--- src/rtl/easyaxi_slv_rd_ctrl.sv ---
// AXI slave read controller: in-order AR queue feeding a beat generator that returns arlen+1 R beats of address-pattern data.
// First rvalid two cycles after the AR handshake; R payload is registered and held while rready is low, AR stalls only when the queue is full.
`ifndef AXI_ID_W
`define AXI_ID_W 4
`endif
`ifndef AXI_ADDR_W
`define AXI_ADDR_W 32
`endif
`ifndef AXI_LEN_W
`define AXI_LEN_W 8
`endif
`ifndef AXI_SIZE_W
`define AXI_SIZE_W 3
`endif
`ifndef AXI_BURST_W
`define AXI_BURST_W 2
`endif
`ifndef AXI_USER_W
`define AXI_USER_W 4
`endif
`ifndef AXI_DATA_W
`define AXI_DATA_W 32
`endif
`ifndef AXI_RESP_W
`define AXI_RESP_W 2
`endif

module easyaxi_slv_rd_ctrl #(
  parameter int                     OST_DEPTH     = 4,
  parameter logic [`AXI_ADDR_W-1:0] ADDR_LIMIT    = `AXI_ADDR_W'h100,
  parameter int                     MAX_BURST_LEN = 8
) (
  input  logic                    clk,
  input  logic                    rst_n,
  input  logic                    axi_slv_arvalid,
  output logic                    axi_slv_arready,
  input  logic [`AXI_ID_W-1:0]    axi_slv_arid,
  input  logic [`AXI_ADDR_W-1:0]  axi_slv_araddr,
  input  logic [`AXI_LEN_W-1:0]   axi_slv_arlen,
  input  logic [`AXI_SIZE_W-1:0]  axi_slv_arsize,
  input  logic [`AXI_BURST_W-1:0] axi_slv_arburst,
  input  logic [`AXI_USER_W-1:0]  axi_slv_aruser,
  output logic                    axi_slv_rvalid,
  input  logic                    axi_slv_rready,
  output logic [`AXI_ID_W-1:0]    axi_slv_rid,
  output logic [`AXI_DATA_W-1:0]  axi_slv_rdata,
  output logic [`AXI_RESP_W-1:0]  axi_slv_rresp,
  output logic                    axi_slv_rlast,
  output logic [`AXI_USER_W-1:0]  axi_slv_ruser
);

  localparam int PW = $clog2(OST_DEPTH);
  localparam int CW = $clog2(OST_DEPTH) + 1;
  localparam int AW = `AXI_ADDR_W;
  localparam int DW = `AXI_DATA_W;
  localparam int LW = `AXI_LEN_W;
  localparam int RW = `AXI_RESP_W;

  localparam logic [`AXI_BURST_W-1:0] BURST_FIXED = 'd0;
  localparam logic [`AXI_BURST_W-1:0] BURST_WRAP  = 'd2;
  localparam logic [`AXI_BURST_W-1:0] BURST_RSVD  = 'd3;
  localparam logic [RW-1:0] RESP_OKAY   = 'd0;
  localparam logic [RW-1:0] RESP_SLVERR = 'd2;
  localparam logic [RW-1:0] RESP_DECERR = 'd3;

  typedef struct packed {
    logic [`AXI_ID_W-1:0]    id;
    logic [AW-1:0]           addr;
    logic [LW-1:0]           len;
    logic [`AXI_SIZE_W-1:0]  size;
    logic [`AXI_BURST_W-1:0] burst;
    logic [`AXI_USER_W-1:0]  user;
  } ar_t;

  typedef enum logic {S_IDLE, S_BURST} state_t;

  function automatic logic f_wrap_ok(input logic [LW-1:0] l);
    return (l == LW'(1)) || (l == LW'(3)) || (l == LW'(7)) || (l == LW'(15));
  endfunction

  function automatic logic [RW-1:0] f_resp(input logic [AW-1:0] a, input logic [LW-1:0] l,
                                           input logic [`AXI_BURST_W-1:0] b);
    if (a >= ADDR_LIMIT)                                   return RESP_DECERR;
    if (l > LW'(MAX_BURST_LEN - 1))                        return RESP_SLVERR;
    if ((b == BURST_WRAP && !f_wrap_ok(l)) || b == BURST_RSVD) return RESP_SLVERR;
    return RESP_OKAY;
  endfunction

  function automatic logic [DW-1:0] f_data(input logic [AW-1:0] a);
    return (a >= ADDR_LIMIT) ? '0 : DW'(a);
  endfunction

  ar_t                    r_mem [OST_DEPTH];
  logic [PW-1:0]          r_wr_ptr, r_rd_ptr;
  logic [CW-1:0]          r_cnt;
  state_t                 r_state;
  logic [AW-1:0]          r_cur_addr;
  logic [LW-1:0]          r_len, r_beat_cnt;
  logic [`AXI_SIZE_W-1:0] r_size;
  logic [`AXI_BURST_W-1:0] r_burst;
  logic                   r_rvalid, r_rlast;
  logic [`AXI_ID_W-1:0]   r_rid;
  logic [DW-1:0]          r_rdata;
  logic [RW-1:0]          r_rresp;
  logic [`AXI_USER_W-1:0] r_ruser;

  logic          w_full, w_empty, w_push, w_pop, w_rhs;
  ar_t           w_ar, w_head;
  logic [AW-1:0] w_bytes, w_incr, w_wmask, w_nxt_addr;
  logic [LW-1:0] w_cnt_nxt;

  // Full comes from the registered count, so a same-cycle pop never re-opens arready.
  assign w_full  = (r_cnt == CW'(OST_DEPTH));
  assign w_empty = (r_cnt == '0);
  assign w_push  = axi_slv_arvalid & ~w_full;
  assign w_pop   = (r_state == S_IDLE) & ~w_empty;
  assign w_rhs   = r_rvalid & axi_slv_rready;
  assign w_head  = r_mem[r_rd_ptr];
  assign w_ar    = '{id: axi_slv_arid, addr: axi_slv_araddr, len: axi_slv_arlen,
                     size: axi_slv_arsize, burst: axi_slv_arburst, user: axi_slv_aruser};

  always_ff @(posedge clk) begin
    if (w_push) r_mem[r_wr_ptr] <= w_ar;
  end

  always_ff @(posedge clk or negedge rst_n) begin
    if (!rst_n) begin
      r_wr_ptr <= '0;
      r_rd_ptr <= '0;
      r_cnt    <= '0;
    end else begin
      if (w_push) r_wr_ptr <= r_wr_ptr + PW'(1);
      if (w_pop)  r_rd_ptr <= r_rd_ptr + PW'(1);
      case ({w_push, w_pop})
        2'b10:   r_cnt <= r_cnt + CW'(1);
        2'b01:   r_cnt <= r_cnt - CW'(1);
        default: r_cnt <= r_cnt;
      endcase
    end
  end

  // Illegal-length WRAP and the reserved burst type fall through to INCR stepping.
  always_comb begin
    w_bytes    = AW'(1) << r_size;
    w_incr     = r_cur_addr + w_bytes;
    w_wmask    = ((AW'(r_len) + AW'(1)) << r_size) - AW'(1);
    w_nxt_addr = w_incr;
    if (r_burst == BURST_FIXED)
      w_nxt_addr = r_cur_addr;
    else if (r_burst == BURST_WRAP && f_wrap_ok(r_len))
      w_nxt_addr = (r_cur_addr & ~w_wmask) | (w_incr & w_wmask);
    w_cnt_nxt = r_beat_cnt + LW'(1);
  end

  always_ff @(posedge clk or negedge rst_n) begin
    if (!rst_n) begin
      r_state    <= S_IDLE;
      r_cur_addr <= '0;
      r_len      <= '0;
      r_size     <= '0;
      r_burst    <= '0;
      r_beat_cnt <= '0;
      r_rvalid   <= 1'b0;
      r_rlast    <= 1'b0;
      r_rid      <= '0;
      r_rdata    <= '0;
      r_rresp    <= RESP_OKAY;
      r_ruser    <= '0;
    end else begin
      case (r_state)
        S_IDLE: begin
          if (!w_empty) begin
            r_state    <= S_BURST;
            r_cur_addr <= w_head.addr;
            r_len      <= w_head.len;
            r_size     <= w_head.size;
            r_burst    <= w_head.burst;
            r_beat_cnt <= '0;
            r_rvalid   <= 1'b1;
            r_rlast    <= (w_head.len == '0);
            r_rid      <= w_head.id;
            r_ruser    <= w_head.user;
            r_rdata    <= f_data(w_head.addr);
            r_rresp    <= f_resp(w_head.addr, w_head.len, w_head.burst);
          end
        end
        S_BURST: begin
          if (w_rhs) begin
            if (r_rlast) begin
              r_state  <= S_IDLE;
              r_rvalid <= 1'b0;
              r_rlast  <= 1'b0;
            end else begin
              r_cur_addr <= w_nxt_addr;
              r_beat_cnt <= w_cnt_nxt;
              r_rlast    <= (w_cnt_nxt == r_len);
              r_rdata    <= f_data(w_nxt_addr);
              r_rresp    <= f_resp(w_nxt_addr, r_len, r_burst);
            end
          end
        end
        default: r_state <= S_IDLE;
      endcase
    end
  end

  assign axi_slv_arready = ~w_full;
  assign axi_slv_rvalid  = r_rvalid;
  assign axi_slv_rlast   = r_rlast;
  assign axi_slv_rid     = r_rid;
  assign axi_slv_rdata   = r_rdata;
  assign axi_slv_rresp   = r_rresp;
  assign axi_slv_ruser   = r_ruser;

endmodule

--- config.mk ---
export PLATFORM = sky130hd
export DESIGN_NAME = easyaxi_slv_rd_ctrl
export DESIGN_NICKNAME = d
export VERILOG_FILES = /design/src/rtl/easyaxi_slv_rd_ctrl.sv
export SDC_FILE = /design/constraint.sdc
export NUM_CORES = 1
export LEC_CHECK = 0
export CELL_PAD_IN_SITES_DETAIL_PLACEMENT = 1
export CELL_PAD_IN_SITES_GLOBAL_PLACEMENT = 2
export CORE_MARGIN = 2
export CORE_UTILIZATION = 41
export DETAILED_ROUTE_END_ITERATION = 8
export MAX_ROUTING_LAYER = met4
export PLACE_DENSITY_LB_ADDON = 0.1
export SLEW_MARGIN = 10
export SYNTH_ARGS = -nofsm -noshare
export SYNTH_HDL_FRONTEND = slang
export SYNTH_SLANG_ARGS = --single-unit
--- constraint.sdc ---
create_clock -name clk -period 4.8 [get_ports clk]
set_input_delay 0.48 -clock clk [delete_from_list [all_inputs] [get_ports clk]]
set_output_delay 0.48 -clock clk [all_outputs]
set_load 0.005 [all_outputs]
==> flow_summary.yaml <==
die:
  die_y_um: 196.4
  core_area_sq_um: 36520
  start_util: 0.4157
  die-area_sq_um: 38580
  rows: 70
  fp.dieW_um: 196.4
  io_pins: 102
logic_synthesis:
  syn_nets: 1274
  synth-async-reset-ratio: 0.3312
  ys_seq_elements: 317
  yosysUniqueCellTypes: 83
  synth-edff-count: 212
  synth_area_leaders: "edfxtp_1, dfrtp_1, mux4_2"
  synth_top_area_share: 0.4194
  yosys-top-cells-count: "edfxtp_1, nand2_1, dfrtp_1, nor2_1, o21ai_0"
  syn-cell-area_sq_um: 15180
  yosysWarnings: 0
  synth.avg_cell_area_sq_um: 12.68
  synth_cells: 1197
  ys_seq_area_frac: 0.5924
  ys.flop_type: "edfxtp_1"
  synth.most_common_cell: "edfxtp_1"
  synth_area_leader_cell: "edfxtp_1"
critical_path:
  critPathKind: "flop to flop"
  worstPathArrival_ps: 5010
  worstPathMaxFanout: 8
  required_ps: 5250
  setup.worst_path.start_class: "flop"
  cp-end-kind: "flop"
sta:
  finalCritPeriodShare: 0.9509
  maxSlewViolCount: 0
  hold-worst-slack_ps: 482.2
  tightest_slew_ps: 1167
  max_freq_mhz: 219.1
  hold_viol_final: 0
  setup_viol: 0
  fin_skew_ps: 14.59
  relSlewSlack: 0.2190
  fin_crit_ps: 4564
power:
  p_leak_nw: 6.836
  p_sw_frac: 0.3868
  seqPwrFrac: 0.343
  clock_power_share: 0.223
  finalPower_mw: 12.19
  combPwrFrac: 0.434
  p_per_area_nw_per_um2: 662.2
  vdd_ir_drop_max_mv: 0.4102
  switching_power_mw: 4.716
  p_int_mw: 7.475
global_route:
  grt_max_degree: 49
  gr-usage-all-layers: 0.2299
  grt_pass1_vias: 10950
  grt-ovfl-total: 0
  antenna_found_initial: 0
  grt_pass1_wl_mm: 65.58
placed_design:
  place.gp.congestion: 0.8290
  port_buffers: 101
  hpwl_mm: 29.12
detailed_routing:
  drt_iter0_markers: 632
  wl_mm: 41.61
  ant_nets: 0
  via_count: 10280
  drt-vias-per-instance: 5.571
  wl_per_cell_um: 22.55
  drtPass1Iterations: 5
  drc: 0
job:
  cap_violations: 0
clock_network:
  clock_latency_ps: 560
  path_clk_slew_ps: 60
  clk_path_buf_depth: 3
  clkSinkCount: 317
  htree_num_levels: 2
  cts_root_buffer: "clkbuf_16"
  cts_buffers: 36
  cts_tree: "built"
layout:
  drive_above_1_share: 0.1852
  fillCellCount: 3704
  multiInputGateArea_sq_um: 5881
  nets: 1426
  regArea_sq_um: 9005
  synthToLayoutAreaGrowth_pct: 21.26
  diodes: 0
outcome:
  status: "finished, final reports clean"
hold_path:
  hp-class: "flop to flop"
## through the flow
| stage | setup slack, ps | instances | cell area, sq um | setup TNS, ps | utilization |
|---|---|---|---|---|---|
| 3_3_place_gp | -252.2 | 1769 | 17060 | -2044 | 0.4672 |
| 4_1_cts | 2.991 | 1838 | 18300 | 0 | 0.5010 |
| 5_1_grt | -27.18 | 1845 | 18410 | -53.75 | 0.5040 |
| 6_report | 235.5 | 1845 | 18410 | 0 | 0.5040 |
| 3_5_place_dp | -358.8 | 1769 | 17060 | -2937 | 0.4672 |
| 2_1_floorplan | 433.8 | 1197 | 15180 | 0 | - |
## layout by cell type (no fill, tap or decap), drive strengths merged, types with 5 or more instances in the layout
cell / synthesis / final
nor2b: 10 / 10
or2: 8 / 8
mux2i: 15 / 15
nor3: 22 / 22
xor2: 11 / 11
a21o: 5 / 5
and3: 21 / 21
buf: 28 / 87
nand2b: 16 / 16
ha: 18 / 18
o22ai: 16 / 16
dfrtp: 105 / 105
a31oi: 9 / 9
clkbuf: 46 / 52
edfxtp: 212 / 212
o21ai: 60 / 60
or3: 7 / 7
nand2: 141 / 141
nand3: 33 / 33
nor2: 73 / 73
a21oi: 55 / 55
o41ai: 10 / 10
clkinv: 0 / 9
nand4: 8 / 8
a211oi: 14 / 14
inv: 22 / 25
nor4: 14 / 14
and2: 39 / 39
o211ai: 19 / 19
mux2: 7 / 7
xnor2: 31 / 31
clkdlybuf4s50: 0 / 100
mux4: 53 / 53
a22oi: 6 / 6
## power by group through the flow
stage               Sequential, mW  Combinational, mW  Clock (mW)
floorplan                     3.90               3.58           0
global placement              4.19               5.12           0
detailed placement            4.23               5.19           0
CTS                           4.19               5.27        2.79
global route                  4.28               5.82        2.88
finish                        4.18               5.29        2.72
## layout make-up
class,instances,share of cell area
clock inverters,14,0.009244
flip-flops and latches,317,0.4892
repair buffers,188,0.09196
clock buffers,52,0.05390
well taps,468,0.03181
inverters,22,0.004486
multi-input cells,784,0.3194
## kinds of logic (layout without fill, tap and decap cells)
group           after synthesis  count (layout)  synth area share
compound gates              237             237            0.1090
xor+xnor                     42              42           0.02522
fa+ha+maj                    20              20           0.01747
buf+inv                      96             276           0.02769
flops                       317             317            0.5924
mux                          75              75           0.09371
simple gates                410             410            0.1345
## critical path, cell delays in order, from the launching register on
cell and delay [ps]:
dfrtp_1 410, buf_6 150, buf_4 160, ha_2 390
nand2_1 90, o211ai_1 120, mux2_2 210, and3_1 220
o221ai_1 210, a2111oi_4 370, buf_4 170, ha_1 220
a211oi_2 200, xnor2_1 110, a31oi_1 160, nand3_1 120
nor4_2 260, nand4b_1 220, nand4b_4 360, o41ai_2 320
## final timing paths
path	start	endpoint	slack, ps	cells after the start
setup / recovery	r_len[0]	axi_slv_rdata[5]	240	19
hold / removal	axi_slv_rdata[11]	axi_slv_rdata[11]	480	1
setup reg to reg	r_len[0]	axi_slv_rdata[5]	240	19
hold reg to reg	axi_slv_rdata[11]	axi_slv_rdata[11]	480	1
max in group asynchronous	rst_n	r_cur_addr[15]	3170	3
min in group asynchronous	rst_n	axi_slv_rid[1]	530	2
## per-layer routing
layer  part of all wire  GRT usage
met1               0.47     0.3164
met2               0.46     0.3549
met3              0.043    0.03508
met4              0.024    0.07015
met5                  0          -
## timing repair
item                                    CTS  global route
resized for setup                         9            17
buffers inserted                          2             7
endpoints found under the setup margin   10            10
hold buffers                              1             0
pin swaps                                 2             9
endpoints found under the hold margin    14             0
## registers in the layout, summed over array words and instances (netlist names)
register,count
r_cnt,3
axi_slv_rid,4
r_mem,212
axi_slv_ruser,4
r_beat_cnt,8
r_burst,2
r_size,3
axi_slv_rvalid,1
axi_slv_rdata,32
r_len,8
r_state,1
axi_slv_rlast,1
r_cur_addr,32
r_wr_ptr,2
axi_slv_rresp,2
r_rd_ptr,2
(Power assumes the default switching activity.)
